<file path="config.mk">
export PLATFORM = sky130hd
export DESIGN_NAME = ifm_buf_ring_sel_flat
export DESIGN_NICKNAME = d
export VERILOG_FILES = /design/src/rtl/ifm_buf_ring_sel_if.sv /design/src/rtl/ifm_buf_ring_sel.sv /design/src/flat_wrapper.sv
export SDC_FILE = /design/constraint.sdc
export NUM_CORES = 1
export LEC_CHECK = 0
export ABC_AREA = 1
export CAP_MARGIN = 10
export CORE_AREA = 2 2 39 41
export CTS_BUF_LIST = sky130_fd_sc_hd__clkbuf_8
export CTS_CLUSTER_SIZE = 12
export DETAILED_ROUTE_END_ITERATION = 16
export DIE_AREA = 0 0 41 43
export PLACE_DENSITY = 0.89
export SLEW_MARGIN = 30
export SYNTH_ARGS = -nofsm -noshare
export SYNTH_HDL_FRONTEND = slang
export SYNTH_SLANG_ARGS = --single-unit
</file>
<file path="constraint.sdc">
create_clock -name clock -period 2.85 [get_ports clock]
set_input_delay 0.57 -clock clock [delete_from_list [all_inputs] [get_ports clock]]
set_output_delay 0.57 -clock clock [all_outputs]
set_load 0.05 [all_outputs]
</file>
<file path="src/rtl/ifm_buf_ring_sel_if.sv">
// Bank-ring arbiter bus: writer/reader event pulses in,
// bank indices, allows, counters, per-bank state and error pulses out.
interface ifm_buf_ring_sel_if #(
  parameter int NUM_BUF = 2
);
  localparam int IDX_W = $clog2(NUM_BUF);
  localparam int CNT_W = $clog2(NUM_BUF + 1);

  logic                 flush;
  logic                 sys_wr_start;
  logic                 sys_wr_end;
  logic                 mod_rd_start;
  logic                 mod_rd_end;
  logic [IDX_W-1:0]     wr_buf_idx;
  logic [IDX_W-1:0]     rd_buf_idx;
  logic                 wr_allow;
  logic                 rd_allow;
  logic [CNT_W-1:0]     ready_cnt;
  logic [CNT_W-1:0]     free_cnt;
  logic [2*NUM_BUF-1:0] bank_state;
  logic                 wr_err;
  logic                 rd_err;

  modport master (
    output flush, sys_wr_start, sys_wr_end,
    output mod_rd_start, mod_rd_end,
    input  wr_buf_idx, rd_buf_idx, wr_allow, rd_allow,
    input  ready_cnt, free_cnt, bank_state,
    input  wr_err, rd_err
  );

  modport slave (
    input  flush, sys_wr_start, sys_wr_end,
    input  mod_rd_start, mod_rd_end,
    output wr_buf_idx, rd_buf_idx, wr_allow, rd_allow,
    output ready_cnt, free_cnt, bank_state,
    output wr_err, rd_err
  );
endinterface

</file>
<file path="src/rtl/ifm_buf_ring_sel.sv">
// N-bank IFM ring arbiter between system writer and compute reader.
// Ports: clock, rst_n (async low), bus (slave: events in, status out).
module ifm_buf_ring_sel #(
  parameter int NUM_BUF = 2,
  localparam int IDX_W = $clog2(NUM_BUF),
  localparam int CNT_W = $clog2(NUM_BUF + 1)
) (
  input logic           clock,
  input logic           rst_n,
  ifm_buf_ring_sel_if.slave bus
);

  localparam logic [1:0] FREE    = 2'b00;
  localparam logic [1:0] WRITING = 2'b01;
  localparam logic [1:0] READY   = 2'b10;
  localparam logic [1:0] READING = 2'b11;

  logic [2*NUM_BUF-1:0] bank_q;
  logic [2*NUM_BUF-1:0] bank_d;
  logic [IDX_W-1:0]     wr_ptr;
  logic [IDX_W-1:0]     rd_ptr;
  logic                 wr_busy;
  logic                 rd_busy;
  logic                 wr_err_q;
  logic                 rd_err_q;
  logic [1:0]           wr_bank;
  logic [1:0]           rd_bank;
  logic                 wr_ok;
  logic                 rd_ok;
  logic                 wr_go;
  logic                 wr_done;
  logic                 rd_go;
  logic                 rd_done;
  logic                 wr_bad;
  logic                 rd_bad;
  logic [CNT_W-1:0]     ready_n;
  logic [CNT_W-1:0]     free_n;

  function automatic logic [IDX_W-1:0] nxt(
    input logic [IDX_W-1:0] p
  );
    return (p == IDX_W'(NUM_BUF - 1)) ? '0
         : p + IDX_W'(1);
  endfunction

  // Mux by compare so non-power-of-2 rings never
  // index past the last bank.
  always_comb begin
    wr_bank = FREE;
    rd_bank = FREE;
    for (int i = 0; i < NUM_BUF; i++) begin
      if (wr_ptr == IDX_W'(i))
        wr_bank = bank_q[2*i +: 2];
      if (rd_ptr == IDX_W'(i))
        rd_bank = bank_q[2*i +: 2];
    end
  end

  assign wr_ok   = !wr_busy && (wr_bank == FREE);
  assign rd_ok   = !rd_busy && (rd_bank == READY);
  assign wr_go   = bus.sys_wr_start && wr_ok;
  assign wr_done = bus.sys_wr_end && wr_busy;
  assign rd_go   = bus.mod_rd_start && rd_ok;
  assign rd_done = bus.mod_rd_end && rd_busy;
  assign wr_bad  = (bus.sys_wr_start && !wr_ok)
                || (bus.sys_wr_end && !wr_busy);
  assign rd_bad  = (bus.mod_rd_start && !rd_ok)
                || (bus.mod_rd_end && !rd_busy);

  // Accepted events always target distinct banks,
  // so the four updates never collide.
  always_comb begin
    bank_d = bank_q;
    for (int i = 0; i < NUM_BUF; i++) begin
      if (wr_go && wr_ptr == IDX_W'(i))
        bank_d[2*i +: 2] = WRITING;
      if (wr_done && wr_ptr == IDX_W'(i))
        bank_d[2*i +: 2] = READY;
      if (rd_go && rd_ptr == IDX_W'(i))
        bank_d[2*i +: 2] = READING;
      if (rd_done && rd_ptr == IDX_W'(i))
        bank_d[2*i +: 2] = FREE;
    end
  end

  always_comb begin
    ready_n = '0;
    free_n  = '0;
    for (int i = 0; i < NUM_BUF; i++) begin
      if (bank_q[2*i +: 2] == READY)
        ready_n = ready_n + CNT_W'(1);
      if (bank_q[2*i +: 2] == FREE)
        free_n = free_n + CNT_W'(1);
    end
  end

  always_ff @(posedge clock or negedge rst_n) begin
    if (!rst_n) begin
      bank_q   <= '0;
      wr_ptr   <= '0;
      rd_ptr   <= '0;
      wr_busy  <= 1'b0;
      rd_busy  <= 1'b0;
      wr_err_q <= 1'b0;
      rd_err_q <= 1'b0;
    end else if (bus.flush) begin
      bank_q   <= '0;
      wr_ptr   <= '0;
      rd_ptr   <= '0;
      wr_busy  <= 1'b0;
      rd_busy  <= 1'b0;
      wr_err_q <= 1'b0;
      rd_err_q <= 1'b0;
    end else begin
      bank_q   <= bank_d;
      wr_err_q <= wr_bad;
      rd_err_q <= rd_bad;
      if (wr_go) begin
        wr_busy <= 1'b1;
      end else if (wr_done) begin
        wr_busy <= 1'b0;
        wr_ptr  <= nxt(wr_ptr);
      end
      if (rd_go) begin
        rd_busy <= 1'b1;
      end else if (rd_done) begin
        rd_busy <= 1'b0;
        rd_ptr  <= nxt(rd_ptr);
      end
    end
  end

  assign bus.wr_buf_idx = wr_ptr;
  assign bus.rd_buf_idx = rd_ptr;
  assign bus.wr_allow   = wr_ok;
  assign bus.rd_allow   = rd_ok;
  assign bus.ready_cnt  = ready_n;
  assign bus.free_cnt   = free_n;
  assign bus.bank_state = bank_q;
  assign bus.wr_err     = wr_err_q;
  assign bus.rd_err     = rd_err_q;

endmodule
</file>
<file path="src/flat_wrapper.sv">
// flat-port wrapper written by rule: the top's interface ports become plain ports
module ifm_buf_ring_sel_flat 
#(
  parameter int NUM_BUF = 2,
  localparam int IDX_W = $clog2(NUM_BUF),
  localparam int CNT_W = $clog2(NUM_BUF + 1)
)
  (clock, rst_n, bus_flush, bus_sys_wr_start, bus_sys_wr_end, bus_mod_rd_start, bus_mod_rd_end, bus_wr_buf_idx, bus_rd_buf_idx, bus_wr_allow, bus_rd_allow, bus_ready_cnt, bus_free_cnt, bus_bank_state, bus_wr_err, bus_rd_err);
  ifm_buf_ring_sel_if #(.NUM_BUF(NUM_BUF)) bus_i ();
  input logic clock;
  input logic rst_n;
  input wire logic [$bits(bus_i.flush)-1:0] bus_flush;
  input wire logic [$bits(bus_i.sys_wr_start)-1:0] bus_sys_wr_start;
  input wire logic [$bits(bus_i.sys_wr_end)-1:0] bus_sys_wr_end;
  input wire logic [$bits(bus_i.mod_rd_start)-1:0] bus_mod_rd_start;
  input wire logic [$bits(bus_i.mod_rd_end)-1:0] bus_mod_rd_end;
  output wire logic [$bits(bus_i.wr_buf_idx)-1:0] bus_wr_buf_idx;
  output wire logic [$bits(bus_i.rd_buf_idx)-1:0] bus_rd_buf_idx;
  output wire logic [$bits(bus_i.wr_allow)-1:0] bus_wr_allow;
  output wire logic [$bits(bus_i.rd_allow)-1:0] bus_rd_allow;
  output wire logic [$bits(bus_i.ready_cnt)-1:0] bus_ready_cnt;
  output wire logic [$bits(bus_i.free_cnt)-1:0] bus_free_cnt;
  output wire logic [$bits(bus_i.bank_state)-1:0] bus_bank_state;
  output wire logic [$bits(bus_i.wr_err)-1:0] bus_wr_err;
  output wire logic [$bits(bus_i.rd_err)-1:0] bus_rd_err;
  assign bus_i.flush = bus_flush;
  assign bus_i.sys_wr_start = bus_sys_wr_start;
  assign bus_i.sys_wr_end = bus_sys_wr_end;
  assign bus_i.mod_rd_start = bus_mod_rd_start;
  assign bus_i.mod_rd_end = bus_mod_rd_end;
  assign bus_wr_buf_idx = bus_i.wr_buf_idx;
  assign bus_rd_buf_idx = bus_i.rd_buf_idx;
  assign bus_wr_allow = bus_i.wr_allow;
  assign bus_rd_allow = bus_i.rd_allow;
  assign bus_ready_cnt = bus_i.ready_cnt;
  assign bus_free_cnt = bus_i.free_cnt;
  assign bus_bank_state = bus_i.bank_state;
  assign bus_wr_err = bus_i.wr_err;
  assign bus_rd_err = bus_i.rd_err;
  ifm_buf_ring_sel #(.NUM_BUF(NUM_BUF)) u_core (.clock(clock), .rst_n(rst_n), .bus(bus_i));
endmodule
</file>
==> impl_metrics.csv, run 1 <==
group,metric,value,unit
synth,mappedNetlistArea,571.8,µm²
timing,setup_viol,0,
final_layout,drive_gt1_share,12.00,%
worst_hold_path,min_path_type,"register to register",
global_route,grt_pass1_vias,470,
drt,wl_per_cell,10.67,µm
final_layout,instances_no_fill,116,
placement,gp_congestion,0.7406,
timing,slew_violations,0,
synth,synth_cell_types,19,
clocking,hold_buffers,0,
timing,period_share,88.28,%
worst_setup_path,r2r-end,"u_core.bus.bank_state[2]",
die,dieArea,1763,µm²
power,cellLeakagePower,0.4127,nW
clocking,htreeDepth,1,
global_route,grt-ovfl-total,0,
drt,vias_per_cell,4.957,
clocking,clkLatencyLatePin,230,ps
power,ir_drop,0.4399,mV
worst_setup_path,cp-end-kind,"primary output",
synth,ys_seq_area_share,43.76,%
clocking,post_cts_buffers,0,
placement,dpl.hpwl,994,µm
worst_setup_path,critPathBufInv,2,
synth,ys_ff_latch,10,
worst_hold_path,whs_endpoint,"u_core.wr_busy",
die,die_y,43,µm
timing,finalCriticalPeriod,2516,ps
clocking,numCtsBuffers,3,
global_route,grtUsageTotal,17.23,%
clocking,max-clock-path-buffers,2,
worst_setup_path,worstPathCellList,"o21ai_0, nand2_2, inv_2, clkdlybuf4s50_1",
outcome,status,"complete, no violations",
synth,ys_warn_count,0,
worst_setup_path,critPathMaxStageDelay,790,ps
die,fp.dieW,41,µm
synth,synthesis.nets,87,
clocking,ctsRootBufferMaster,"clkbuf_8",
worst_setup_path,reg2reg_slack,1630,ps
placement,numPortBuffers,20,
worst_hold_path,hp-start,"u_core.wr_busy",
worst_setup_path,worstRegToRegCells,6,
worst_hold_path,min_path_cells,2,
worst_setup_path,critPathSlowestCell,"clkdlybuf4s50_1",
worst_setup_path,arrival,1950,ps
worst_setup_path,crit_required,2280,ps
final_layout,antenna_cells,0,
worst_setup_path,cp_top_family,"buffers and inverters",
clocking,clock_sinks,10,
die,io_pins,21,
timing,rsz0062_at_grt,"no",
clocking,cts_resized,0,
timing,slew_headroom,66.03,%
final_layout,seq_area,250.2,µm²
run,maxCapViolCount,0,
final_layout,area.growth.synth_to_final,45.08,%
worst_setup_path,crit_type,"register to primary output",
clocking,clkTransAtPathRegs,40,ps
drt,firstDrtPassIters,4,
synth,synth_area_per_cell,7.331,µm²
final_layout,finalNetCount,111,
global_route,grt_max_degree,11,
worst_setup_path,worstReg2RegStart,"u_core.bus.bank_state[3]",
power,p_per_area,768.1,nW/µm²
timing,fin_tns_setup,0,ps
placement,dp.cells,113,
final_layout,multiInputGateArea,261.5,µm²
timing,max_freq,397.4,MHz
global_route,grt_pass1_wl,1.980,mm
drt,drt_wl_total,1.238,mm
timing,fin_skew,0.6792,ps
drt,drc,0,
clocking,cts_tree,"done",
die,coreArea,1384,µm²
die,start_util,41.32,%
timing,worstMarginPinSlew,508.0,ps
synth,syn_inst,78,
drt,ant_nets,0,
drt,drt_iter0_drc,6,
drt,via_count,575,
die,row_count,14,
timing,hold_viol,0,
worst_setup_path,critical_path.max_fanout,6,
final_layout,num-fill-cells,125,
global_route,antenna_found_initial,0,
worst_setup_path,cp-start-kind,"register",
## Yosys cell counts
| cell | count | area share, % |
|---|---|---|
| a21oi_1 | 5 | 4.4 |
| a31oi_1 | 1 | 1.1 |
| clkbuf_1 | 1 | 0.66 |
| dfrtp_1 | 10 | 44 |
| ha_1 | 2 | 4.4 |
| inv_1 | 12 | 7.9 |
| inv_2 | 3 | 2.0 |
| nand2_1 | 17 | 11 |
| nand2_2 | 2 | 2.2 |
| nand3_1 | 3 | 2.6 |
| nand3_2 | 1 | 1.8 |
| nand4_1 | 2 | 2.2 |
| nor2_1 | 12 | 7.9 |
| nor2_2 | 1 | 1.1 |
| nor2_4 | 1 | 2.0 |
| nor3_1 | 2 | 1.8 |
| o21ai_0 | 1 | 0.87 |
| o21ai_1 | 1 | 0.87 |
| o21ai_2 | 1 | 1.5 |
## kinds of logic (layout without fill, tap and decap cells)
family / Yosys count / in the layout / share of synthesized area (%)
compound gates: 9 / 9 / 8.751
simple gates: 41 / 41 / 32.60
buf+inv: 16 / 38 / 10.50
fa+ha+maj: 2 / 2 / 4.376
flops: 10 / 10 / 43.76
## metal layers
layer | up-vias | global-route usage [%] | part of all wire [%]
li1 | 286 | - | -
met1 | 260 | 21.62 | 42
met2 | 25 | 24.38 | 47
met3 | 4 | 4.712 | 8.7
met4 | 0 | 12.00 | 2.4
met5 | - | 0 | 0
## registers in the layout, summed over array words and instances, names as in the netlist
name,count
u_core.bus.bank_state,4
u_core.bus.wr_buf_idx,1
u_core.bus.rd_buf_idx,1
u_core.bus.rd_err,1
u_core.wr_busy,1
u_core.rd_busy,1
u_core.bus.wr_err,1
## area by class of cell
type | count | area share (%)
timing repair buffer | 20 | 24.13
multi-input combinational | 52 | 31.52
sequential | 10 | 30.17
clock buffer | 3 | 4.977
inverter | 15 | 6.787
tap | 16 | 2.413
## cell usage in the layout, fill, tap and decap left out
master           netlist  layout
nor2_2                 1       1
nand3_1                3       3
nand2_1               17      17
nand2_2                2       2
clkbuf_8               0       3
dfrtp_1               10      10
nand4_1                2       2
nand3_2                1       1
o21ai_1                1       1
a31oi_1                1       1
a21oi_1                5       5
nor2_4                 1       1
nor2_1                12      12
ha_1                   2       2
o21ai_2                1       1
clkdlybuf4s50_1        0      20
nor3_1                 2       2
o21ai_0                1       1
inv_2                  3       3
inv_1                 12      12
## metrics by stage
stage / instance area [µm²] / hold WS (ps) / worst slack [ps] / util, % / power (mW)
after floorplan: 571.8 / 274.4 / 913.3 / - / 0.4036
after global placement: 788.3 / 576.5 / 659.5 / 56.96 / 0.4921
after detailed placement: 788.3 / 583.6 / 595.3 / 56.96 / 0.4972
after CTS: 829.5 / 592.6 / 342.2 / 59.95 / 0.6430
after global routing: 829.5 / 639.5 / 196.5 / 59.95 / 0.6737
final: 829.5 / 591.5 / 333.9 / 59.95 / 0.6371
## worst max-delay path by stage
| stage | start | end | depth (start not counted) |
|---|---|---|---|
| 6_report | u_core.bus.bank_state[0] | bus_wr_allow | 4 |
| 5_1_grt | u_core.bus.bank_state[2] | bus_wr_allow | 6 |
| 4_1_cts | u_core.bus.bank_state[0] | bus_wr_allow | 4 |
| 2_1_floorplan | u_core.bus.bank_state[3] | bus_rd_allow | 4 |
| 3_3_place_gp | u_core.bus.bank_state[0] | bus_wr_allow | 4 |
| 3_5_place_dp | u_core.bus.bank_state[0] | bus_wr_allow | 4 |
## where the power goes
part,total [mW],switching (mW),internal (mW),leakage [nW]
clock network,0.143,0.0511,0.0921,0.0216
logic,0.316,0.214,0.102,0.257
registers,0.178,0.0183,0.159,0.134
total,0.637,0.283,0.354,0.413
## worst register-to-register path, cell delays in order, from the launching register on
cell	delay [ps]
dfrtp_1	370
inv_1	80
o21ai_1	170
nand3_2	150
nor2_4	140
nand2_1	80
a21oi_1	160
Note: power is estimated with default switching activity, not from simulation.
==> inputs of run 2 (changes only) <==
--- a/config.mk
+++ b/config.mk
@@ -12,7 +12,7 @@
 export CTS_CLUSTER_SIZE = 12
 export DETAILED_ROUTE_END_ITERATION = 16
 export DIE_AREA = 0 0 41 43
-export PLACE_DENSITY = 0.89
+export PLACE_DENSITY = 0.76
 export SLEW_MARGIN = 30
 export SYNTH_ARGS = -nofsm -noshare
 export SYNTH_HDL_FRONTEND = slang
==> run 2 against run 1 <==
  * Via count decreased by 3.7%
  * Clock skew grew 3.1 ps
  * Sequential power is essentially flat
  * Routed wire length decreased by 0.97%
  * Sequential cell count is the same
  * Sequential share of layout area decreased by 0.49 points
  * Die area stayed put
  * Register-to-register slack better by 20 ps
==> impl_metrics.csv, run 2 (synthesis results as in run 1) <==
group,metric,value,unit
worst_setup_path,crit_required,2280,ps
global_route,grtUsageTotal,17.99,%
worst_hold_path,whs_endpoint,"u_core.wr_busy",
drt,drc,0,
global_route,grt.busiest_layer,"met2",
final_layout,final_cell_area,843.3,µm²
worst_setup_path,reg2reg_slack,1650,ps
drt,ant_nets,0,
power,ir_drop,0.5805,mV
global_route,grt_max_degree,11,
clocking,max-clock-path-buffers,2,
global_route,groute.layer.met3.usage,4.712,%
placement,dpl.hpwl,949.9,µm
worst_setup_path,r2r-end,"u_core.bus.bank_state[2]",
global_route,use_met2,26.88,%
drt,via_count,554,
run,maxCapViolCount,0,
final_layout,finalNetCount,111,
worst_setup_path,cp-start-kind,"register",
timing,slew_headroom,66.56,%
worst_setup_path,crit_type,"register to primary output",
worst_hold_path,min_path_cells,2,
die,coreArea,1384,µm²
clocking,cts_resized,0,
clocking,ctsRootBufferMaster,"clkbuf_8",
global_route,grt_pass1_vias,510,
worst_setup_path,critical_path.max_fanout,5,
timing,slew_violations,0,
placement,placed_cell_area,788.3,µm²
global_route,antenna_found_initial,0,
final_layout,final_common_cell,"clkdlybuf4s50_1",
clocking,clkLatencyLatePin,240,ps
die,row_count,14,
drt,vias_per_cell,4.735,
worst_hold_path,hp-start,"u_core.wr_busy",
worst_setup_path,worstReg2RegStart,"u_core.bus.bank_state[0]",
timing,setup_viol,0,
final_layout,drive_gt1_share,12.87,%
placement,gp_congestion,0.7642,
clocking,post_cts_buffers,0,
final_layout,area.growth.synth_to_final,47.48,%
die,io_pins,21,
final_layout,antenna_cells,0,
clocking,clock_sinks,10,
final_layout,largest_reg_flops,4,
timing,worstMarginPinSlew,500.1,ps
power,p_per_area,800.9,nW/µm²
drt,firstDrtPassIters,4,
power,cellLeakagePower,0.4199,nW
final_layout,most-common-layout-cells,"20 x clkdlybuf4s50_1, 17 x nand2_1, 12 x inv_1, 12 x nor2_1, 10 x dfrtp_1",
clocking,clkTransAtPathRegs,50,ps
timing,fin_skew,3.797,ps
die,dieArea,1763,µm²
die,fp.dieW,41,µm
global_route,grt_pass1_wl,2.083,mm
drt,drt_iter0_drc,14,
outcome,status,"complete, no violations",
die,start_util,41.32,%
placement,pre_cts_ws,622.8,ps
clocking,htreeDepth,1,
timing,fin_ws,373.4,ps
global_route,grt-ovfl-total,0,
timing,fin_tns_setup,0,ps
worst_setup_path,cp-end-kind,"primary output",
clocking,cts_tree,"done",
timing,max_freq,403.8,MHz
timing,period_share,86.90,%
timing,hold_viol,0,
worst_hold_path,min_path_type,"register to register",
final_layout,fin_util,60.94,%
timing,rsz0062_at_grt,"no",
drt,wl_per_cell,10.48,µm
die,die_y,43,µm
placement,numPortBuffers,20,
timing,finalCriticalPeriod,2477,ps
clocking,numCtsBuffers,3,
timing,worst_hold_slack,587.6,ps
global_route,grtUsageMet1,22.41,%
worst_setup_path,arrival,1910,ps
worst_setup_path,worstRegToRegCells,5,
clocking,hold_buffers,0,
drt,drt_wl_total,1.226,mm
==> run 2: worst max-delay path by stage <==
stage	start	endpoint	slack, ps	cells past startpoint
finish	u_core.bus.bank_state[2]	bus_wr_allow	370	6
global route	u_core.bus.bank_state[2]	bus_wr_allow	270	6
CTS	u_core.bus.bank_state[2]	bus_wr_allow	360	6
detailed placement	u_core.bus.bank_state[2]	bus_wr_allow	620	6
global placement	u_core.bus.bank_state[0]	bus_wr_allow	660	4
floorplan	u_core.bus.bank_state[3]	bus_rd_allow	910	4
==> run 2: report_power, final <==
group / switching [mW] / internal [mW] / total, mW
combinational: 0.215 / 0.103 / 0.318
sequential: 0.0176 / 0.159 / 0.177
clock: 0.0591 / 0.122 / 0.181
==> run 2: routing by layer <==
layer	up-vias	wire [µm]
met1	247	530
met5	-	0
met2	18	584
met3	2	87
li1	287	-
met4	0	24
==> run 2: through the flow <==
stage                     power [mW]  instances
after floorplan               0.4036         78
after global placement        0.4965        113
after detailed placement      0.4985        113
after CTS                     0.6851        117
after global routing          0.7154        117
final                         0.6754        117
==> run 2: layout make-up <==
cell class	count	area (µm²)
Timing Repair Buffer	20	200.2
Fill cell	134	540.5
Clock buffer	4	55.05
Sequential cell	10	250.2
Tap cell	16	20.02
Multi-Input combinational cell	52	261.5
Inverter	15	56.30
==> run 2: worst max-delay path: stages (launching register included) <==
cell and delay [ps]:
dfrtp_1 420, nor2_1 140, nor2_1 70, nor2_2 110, nand2_2 70, inv_2 70
clkdlybuf4s50_1 790
